[config.mk]
export PLATFORM = sky130hd
export DESIGN_NAME = coef_loader
export DESIGN_NICKNAME = d
export VERILOG_FILES = /design/src/rtl/coef_loader.sv
export SDC_FILE = /design/constraint.sdc
export NUM_CORES = 1
export LEC_CHECK = 0
export ABC_AREA = 1
export ABC_CLOCK_PERIOD_IN_PS = 2200
export CAP_MARGIN = 10
export CELL_PAD_IN_SITES_DETAIL_PLACEMENT = 0
export CELL_PAD_IN_SITES_GLOBAL_PLACEMENT = 1
export CORE_MARGIN = 2
export CORE_UTILIZATION = 41
export DETAILED_ROUTE_END_ITERATION = 10
export PLACE_DENSITY_LB_ADDON = 0.1
export SLEW_MARGIN = 10
export SYNTH_ARGS = -nofsm -noshare
export SYNTH_HDL_FRONTEND = slang
export SYNTH_SLANG_ARGS = --single-unit
export TNS_END_PERCENT = 20
[constraint.sdc]
create_clock -name SCLK -period 2.2 [get_ports SCLK]
set_input_delay 0.33 -clock SCLK [delete_from_list [all_inputs] [get_ports SCLK]]
set_output_delay 0.33 -clock SCLK [all_outputs]
set_load 0.01 [all_outputs]
[src/rtl/coef_loader.sv]
// -----------------------------------------------------------------------------
// coef_loader : streams masked 20-bit coefficients to an SPI slave, one frame per index.
// Optional abort port pair enabled by defining COEF_LOADER_ABORT_EN.
// Revision: 1.0
// -----------------------------------------------------------------------------
`default_nettype none

module coef_loader #(
   parameter int GAP_CYCLES = 2
) (
   input  logic        SCLK,
   input  logic        reset,
   input  logic        start,
   input  logic [7:0]  mask,
   input  logic [19:0] coef_data,
`ifdef COEF_LOADER_ABORT_EN
   input  logic        abort,
   output logic        aborted,
`endif
   output logic [2:0]  coef_addr,
   output logic        mosi,
   output logic        ss_n,
   output logic        busy,
   output logic        done
);

   typedef enum logic [2:0] {
      IDLE   = 3'd0,
      SELECT = 3'd1,
      LOAD   = 3'd2,
      SHIFT  = 3'd3,
      GAP    = 3'd4,
      DONE   = 3'd5
   } state_t;

   state_t      state, nxt_state;
   logic [7:0]  mask_q, nxt_mask_q;
   logic [3:0]  search_idx, nxt_search_idx;
   logic [4:0]  bit_cnt, nxt_bit_cnt;
   logic [3:0]  gap_cnt, nxt_gap_cnt;
   logic [30:0] shreg, nxt_shreg;
   logic [2:0]  nxt_coef_addr;
   logic        nxt_mosi, nxt_ss_n, nxt_busy, nxt_done, nxt_aborted;
   logic        found;
   logic [2:0]  found_idx;
   logic [31:0] frame;

   // Search index is 4 bits wide so that "past index 7" is representable and ends the scan
   always_comb begin
      found     = 1'b0;
      found_idx = 3'd0;
      for (int i = 7; i >= 0; i--) begin
         if (mask_q[i] && (4'(i) >= search_idx)) begin
            found     = 1'b1;
            found_idx = 3'(i);
         end
      end
   end

   assign frame = {1'b1, 3'b000, {1'b0, coef_addr} + 4'd1, coef_data, 4'b0000};

   always_comb begin
      nxt_state      = state;
      nxt_mask_q     = mask_q;
      nxt_search_idx = search_idx;
      nxt_bit_cnt    = bit_cnt;
      nxt_gap_cnt    = gap_cnt;
      nxt_shreg      = shreg;
      nxt_coef_addr  = coef_addr;
      nxt_mosi       = mosi;
      nxt_ss_n       = ss_n;
      nxt_busy       = busy;
      nxt_done       = 1'b0;
      nxt_aborted    = 1'b0;
      case (state)
         IDLE: begin
            if (start) begin
               nxt_mask_q     = mask;
               nxt_busy       = 1'b1;
               nxt_search_idx = 4'd0;
               nxt_state      = SELECT;
            end
         end
         SELECT: begin
            if (found) begin
               nxt_coef_addr = found_idx;
               nxt_state     = LOAD;
            end else begin
               nxt_state = DONE;
            end
         end
         LOAD: begin
            nxt_shreg   = frame[30:0];
            nxt_mosi    = frame[31];
            nxt_ss_n    = 1'b0;
            nxt_bit_cnt = 5'd0;
            nxt_state   = SHIFT;
         end
         SHIFT: begin
            if (bit_cnt != 5'd31) begin
               nxt_mosi    = shreg[30];
               nxt_shreg   = {shreg[29:0], 1'b0};
               nxt_bit_cnt = bit_cnt + 5'd1;
            end else begin
               nxt_ss_n    = 1'b1;
               nxt_mosi    = 1'b0;
               nxt_gap_cnt = 4'd0;
               nxt_state   = GAP;
            end
         end
         GAP: begin
            if (gap_cnt == 4'(GAP_CYCLES - 1)) begin
               nxt_search_idx = {1'b0, coef_addr} + 4'd1;
               nxt_state      = SELECT;
            end else begin
               nxt_gap_cnt = gap_cnt + 4'd1;
            end
         end
         DONE: begin
            nxt_done  = 1'b1;
            nxt_busy  = 1'b0;
            nxt_state = IDLE;
         end
         default: nxt_state = IDLE;
      endcase
`ifdef COEF_LOADER_ABORT_EN
      if (abort && (state != IDLE)) begin
         nxt_state   = IDLE;
         nxt_ss_n    = 1'b1;
         nxt_mosi    = 1'b0;
         nxt_busy    = 1'b0;
         nxt_done    = 1'b0;
         nxt_aborted = 1'b1;
      end
`endif
   end

   // Falling-edge updates keep outputs stable for the slave's rising-edge sample
   always_ff @(negedge SCLK or posedge reset) begin
      if (reset) begin
         state      <= IDLE;
         mask_q     <= 8'd0;
         search_idx <= 4'd0;
         bit_cnt    <= 5'd0;
         gap_cnt    <= 4'd0;
         shreg      <= 31'd0;
         coef_addr  <= 3'd0;
         mosi       <= 1'b0;
         ss_n       <= 1'b1;
         busy       <= 1'b0;
         done       <= 1'b0;
      end else begin
         state      <= nxt_state;
         mask_q     <= nxt_mask_q;
         search_idx <= nxt_search_idx;
         bit_cnt    <= nxt_bit_cnt;
         gap_cnt    <= nxt_gap_cnt;
         shreg      <= nxt_shreg;
         coef_addr  <= nxt_coef_addr;
         mosi       <= nxt_mosi;
         ss_n       <= nxt_ss_n;
         busy       <= nxt_busy;
         done       <= nxt_done;
      end
   end

`ifdef COEF_LOADER_ABORT_EN
   always_ff @(negedge SCLK or posedge reset) begin
      if (reset) aborted <= 1'b0;
      else       aborted <= nxt_aborted;
   end
`else
   logic unused_aborted;
   assign unused_aborted = nxt_aborted;
`endif

endmodule

`default_nettype wire

======== Word-level counts from Yosys, hierarchy flattened ========
Index checks and enable logic that the tools add are counted.
cells by class
  add/subtract/negate cells ............... 3
  magnitude comparators ................... 8
  equality and inequality tests ........... 12
  muxes and demuxes ....................... 38
  reduce and logical (&&, ||, !) cells .... 21
operators by type and width
  cell                   count
  $pmux W31 S2           1
  $mux W3                12
  $mux W31               1
  $ge A3 B4 Y1 const A   4
  $mux W4                4
  $pmux W4 S2            2
  $pmux W3 S5            1
  $mux W1                12
  $ne A2 B2 Y1 const B   5
  $pmux W5 S2            1
  $reduce_and A2 Y1      5
  $reduce_and A3 Y1      3
  $ge A1 B4 Y1 const A   2
  $ge A2 B4 Y1 const A   2
  $logic_and A1 B1 Y1    8
  $reduce_bool A2 Y1     4
  $eq A3 B2 Y1 const B   2
  $eq A3 B3 Y1 const B   2
  $pmux W1 S2            3
  $add A5 B1 Y5 const B  1
  $mux W5                1
  $ne A5 B5 Y1 const B   1
  $add A3 B1 Y4 const B  1
  $add A4 B1 Y4 const B  1
  other kinds (3)        3
word-level totals
  bits in registers ....................... 62
  input bits .............................. 31
  logic and storage cells ................. 93

======== Longest topological paths before layout ========
  depth in word-level cells ............... 12
  gate-level depth with buffers ........... 11
  mapped depth without buffers ............ 11

==> impl_metrics.ini <==
[status]
status = finished with violations
violations = setup timing

[place]
place_congestion = 0.782
numPortBuffers = 37
place_hpwl_mm = 4.13
place_ws_ns = -0.469

[synthesis]
ys_ff_latch = 58
synth_cell_type_count = 33
synth_area_leaders = dfrtn_1, nand2_1, o21ai_0
synth_nets = 357
yosys_warnings = 0
syn_inst = 321
synth_area_um2 = 2780
avgSynthCellArea_um2 = 8.67
post-synth-top-area-cell = dfrtn_1
yosysTopAreaCellShare = 0.513
synth-seq-area-share = 0.522

[critical_path]
crit_path_end_kind = output port
path_max_fanout = 2
slowest_delay_ns = 0.53
ff2ff_setup_slack_ns = 0.21
reg2reg_depth = 10
worstPathArrival_ns = 2.09
startpoint = ss_n
critical_path_buf_inv_count = 1
reg2reg_from = bit_cnt[0]
crit_end = ss_n
critPathKind = reg2out
worst_path_max_delay_cell = dfstp_2
cp_top_family = flip-flops
cp_cell_sequence = buf_6
worstPathRequired_ns = 1.87
cp-start-kind = flop
r2r-end = shreg[14]
cp.depth = 1

[timing]
finalClockSkew_ns = 0.0461
tns_ns = -0.720
maxSlewViolCount = 0
max_slew_margin = 0.740
rsz0062_at_grt = yes
setup_violations = 7
hold_viol_final = 0
timing.final.ws_setup_ns = -0.221
tightest_slew_ns = 0.386

[global_routing]
grt.total_usage = 0.167
antenna_found_initial = 0
grt_start_max_net_pins = 31
overflow = 0
grt_pass1_vias = 2128
grt_first_pass_wirelength_mm = 9.63

[cts]
clk_pin_slew_worst_paths_ns = 0.04
insertion_delay_ns = 0.37
cts_tree = built
clock_sinks = 58
htreeDepth = 3
clockRootBuffer = clkbuf_8
cts_buffers = 9
ctsHoldBuffers = 0
cts.path.max_buffers = 2

[floorplan]
die_h_um = 86.4
start_util = 0.416
placement_rows = 30
die_width_um = 86.4
ios = 38
die_area_um2 = 7460
core_um2 = 6680

[routing]
drt_wl_total_mm = 5.57
post_drt_wl_per_cell_um = 12.2
ant_nets = 0
drc = 0
num_vias = 2213
avgViaCountPerCell = 4.83
drtPass1Iterations = 4
drt_iter0_drc = 78

[final_layout]
antenna_cells = 0
area_growth_pct = 25.0
drive_above_1_share = 0.143
fillers = 638
nets = 410

[power_and_ir_drop]
vdd_drop_max_mv = 0.610
power_density_nw_per_um2 = 1370
leakage_nw = 1.67

[min_path]
min_path_type = reg2reg

[job]
cap_viol_max_count = 0
[layer usage]
layer,track usage,share of wire,up-vias
met5,0,0,-
met4,0.0923,0.022,0
met3,0.0419,0.043,13
met2,0.244,0.43,37
met1,0.229,0.51,1010
li1,-,-,1153
[kinds of logic after synthesis]
logic type / synth area share
buf+inv: 0.0836
fa+ha+maj: 0.0225
xor+xnor: 0.00630
flops: 0.522
mux: 0.0243
compound gates: 0.154
simple gates: 0.187
[power breakdown]
part | total [mW] | internal (mW) | leakage, nW | switching [mW]
sequential | 1.80 | 1.57 | 0.720 | 0.226
combinational | 2.11 | 0.820 | 0.852 | 1.29
clock | 0.866 | 0.459 | 0.0935 | 0.407
[through the flow]
step	cells	instance area (um2)	utilization	total power [mW]	hold WS, ns
2_1_floorplan	321	2790	-	3.40	0.376
3_3_place_gp	442	3320	0.497	3.93	0.398
3_5_place_dp	442	3320	0.497	3.98	0.414
4_1_cts	458	3470	0.519	4.84	0.415
5_1_grt	458	3480	0.520	5.24	0.460
6_report	458	3480	0.520	4.78	0.413
[synth_stat cells (all sizes together)]
| master | n |
|---|---|
| nand2 | 77 |
| dfrtn | 57 |
| inv | 47 |
| o21ai | 38 |
| nor2 | 27 |
| o211ai | 18 |
| nand3 | 13 |
| buf | 9 |
| a21oi | 6 |
| mux2 | 6 |
| ha | 5 |
| nor3 | 3 |
| o22ai | 3 |
| a22o | 2 |
| a211oi | 1 |
| a31oi | 1 |
| clkbuf | 1 |
| dfstp | 1 |
| nand4 | 1 |
| o21a | 1 |
| o21bai | 1 |
| o22a | 1 |
| xnor2 | 1 |
| xor2 | 1 |
[area by class of cell]
cell class                      instances  area (um2)  share of cell area
Timing Repair Buffer                   52         472               0.136
Sequential cell                        58        1450               0.418
Multi-Input combinational cell        206        1100               0.317
Inverter                               46         176              0.0507
Tap cell                               80         100              0.0288
Clock buffer                           12         155              0.0446
Clock inverter                          4        18.8             0.00540
[worst min path at each step]
| stage | startpoint | end | slack, ns | depth (start not counted) |
|---|---|---|---|---|
| 2_1_floorplan | gap_cnt[3] | gap_cnt[3] | 0.38 | 1 |
| 3_3_place_gp | gap_cnt[3] | gap_cnt[3] | 0.40 | 1 |
| 3_5_place_dp | gap_cnt[2] | gap_cnt[2] | 0.41 | 1 |
| 4_1_cts | gap_cnt[2] | gap_cnt[2] | 0.42 | 1 |
| 5_1_grt | gap_cnt[3] | gap_cnt[3] | 0.46 | 1 |
| 6_report | gap_cnt[2] | gap_cnt[2] | 0.41 | 1 |
[timing repair]
action                     in CTS  in global routing
setup buffers                   1                  0
resized for setup              31                  1
pin swaps                       0                  0
setup endpoints to repair      16                  7
[sequential cells by signal, indices dropped and copies added, names as in the netlist]
name / flops
search_idx: 4
coef_addr: 3
state: 3
mask_q: 8
done: 1
bit_cnt: 5
shreg: 27
gap_cnt: 4
ss_n: 1
busy: 1
mosi: 1
[placed cells by master (no fill, tap or decap), types with 2 or more instances in the layout]
cell,synthesis,final
a21oi_1,6,6
a22o_1,2,2
buf_2,6,5
buf_4,1,14
buf_6,1,2
clkbuf_8,0,11
clkdlybuf4s50_1,0,29
clkinv_2,0,2
dfrtn_1,57,57
ha_1,5,5
inv_1,44,43
inv_2,3,3
mux2_2,6,6
nand2_1,73,73
nand2_4,3,3
nand3_1,13,12
nor2_1,25,25
nor3_1,3,3
o211ai_1,18,18
o21ai_0,34,34
o21ai_1,4,4
o22ai_1,3,3
(Power assumes the default switching activity.)
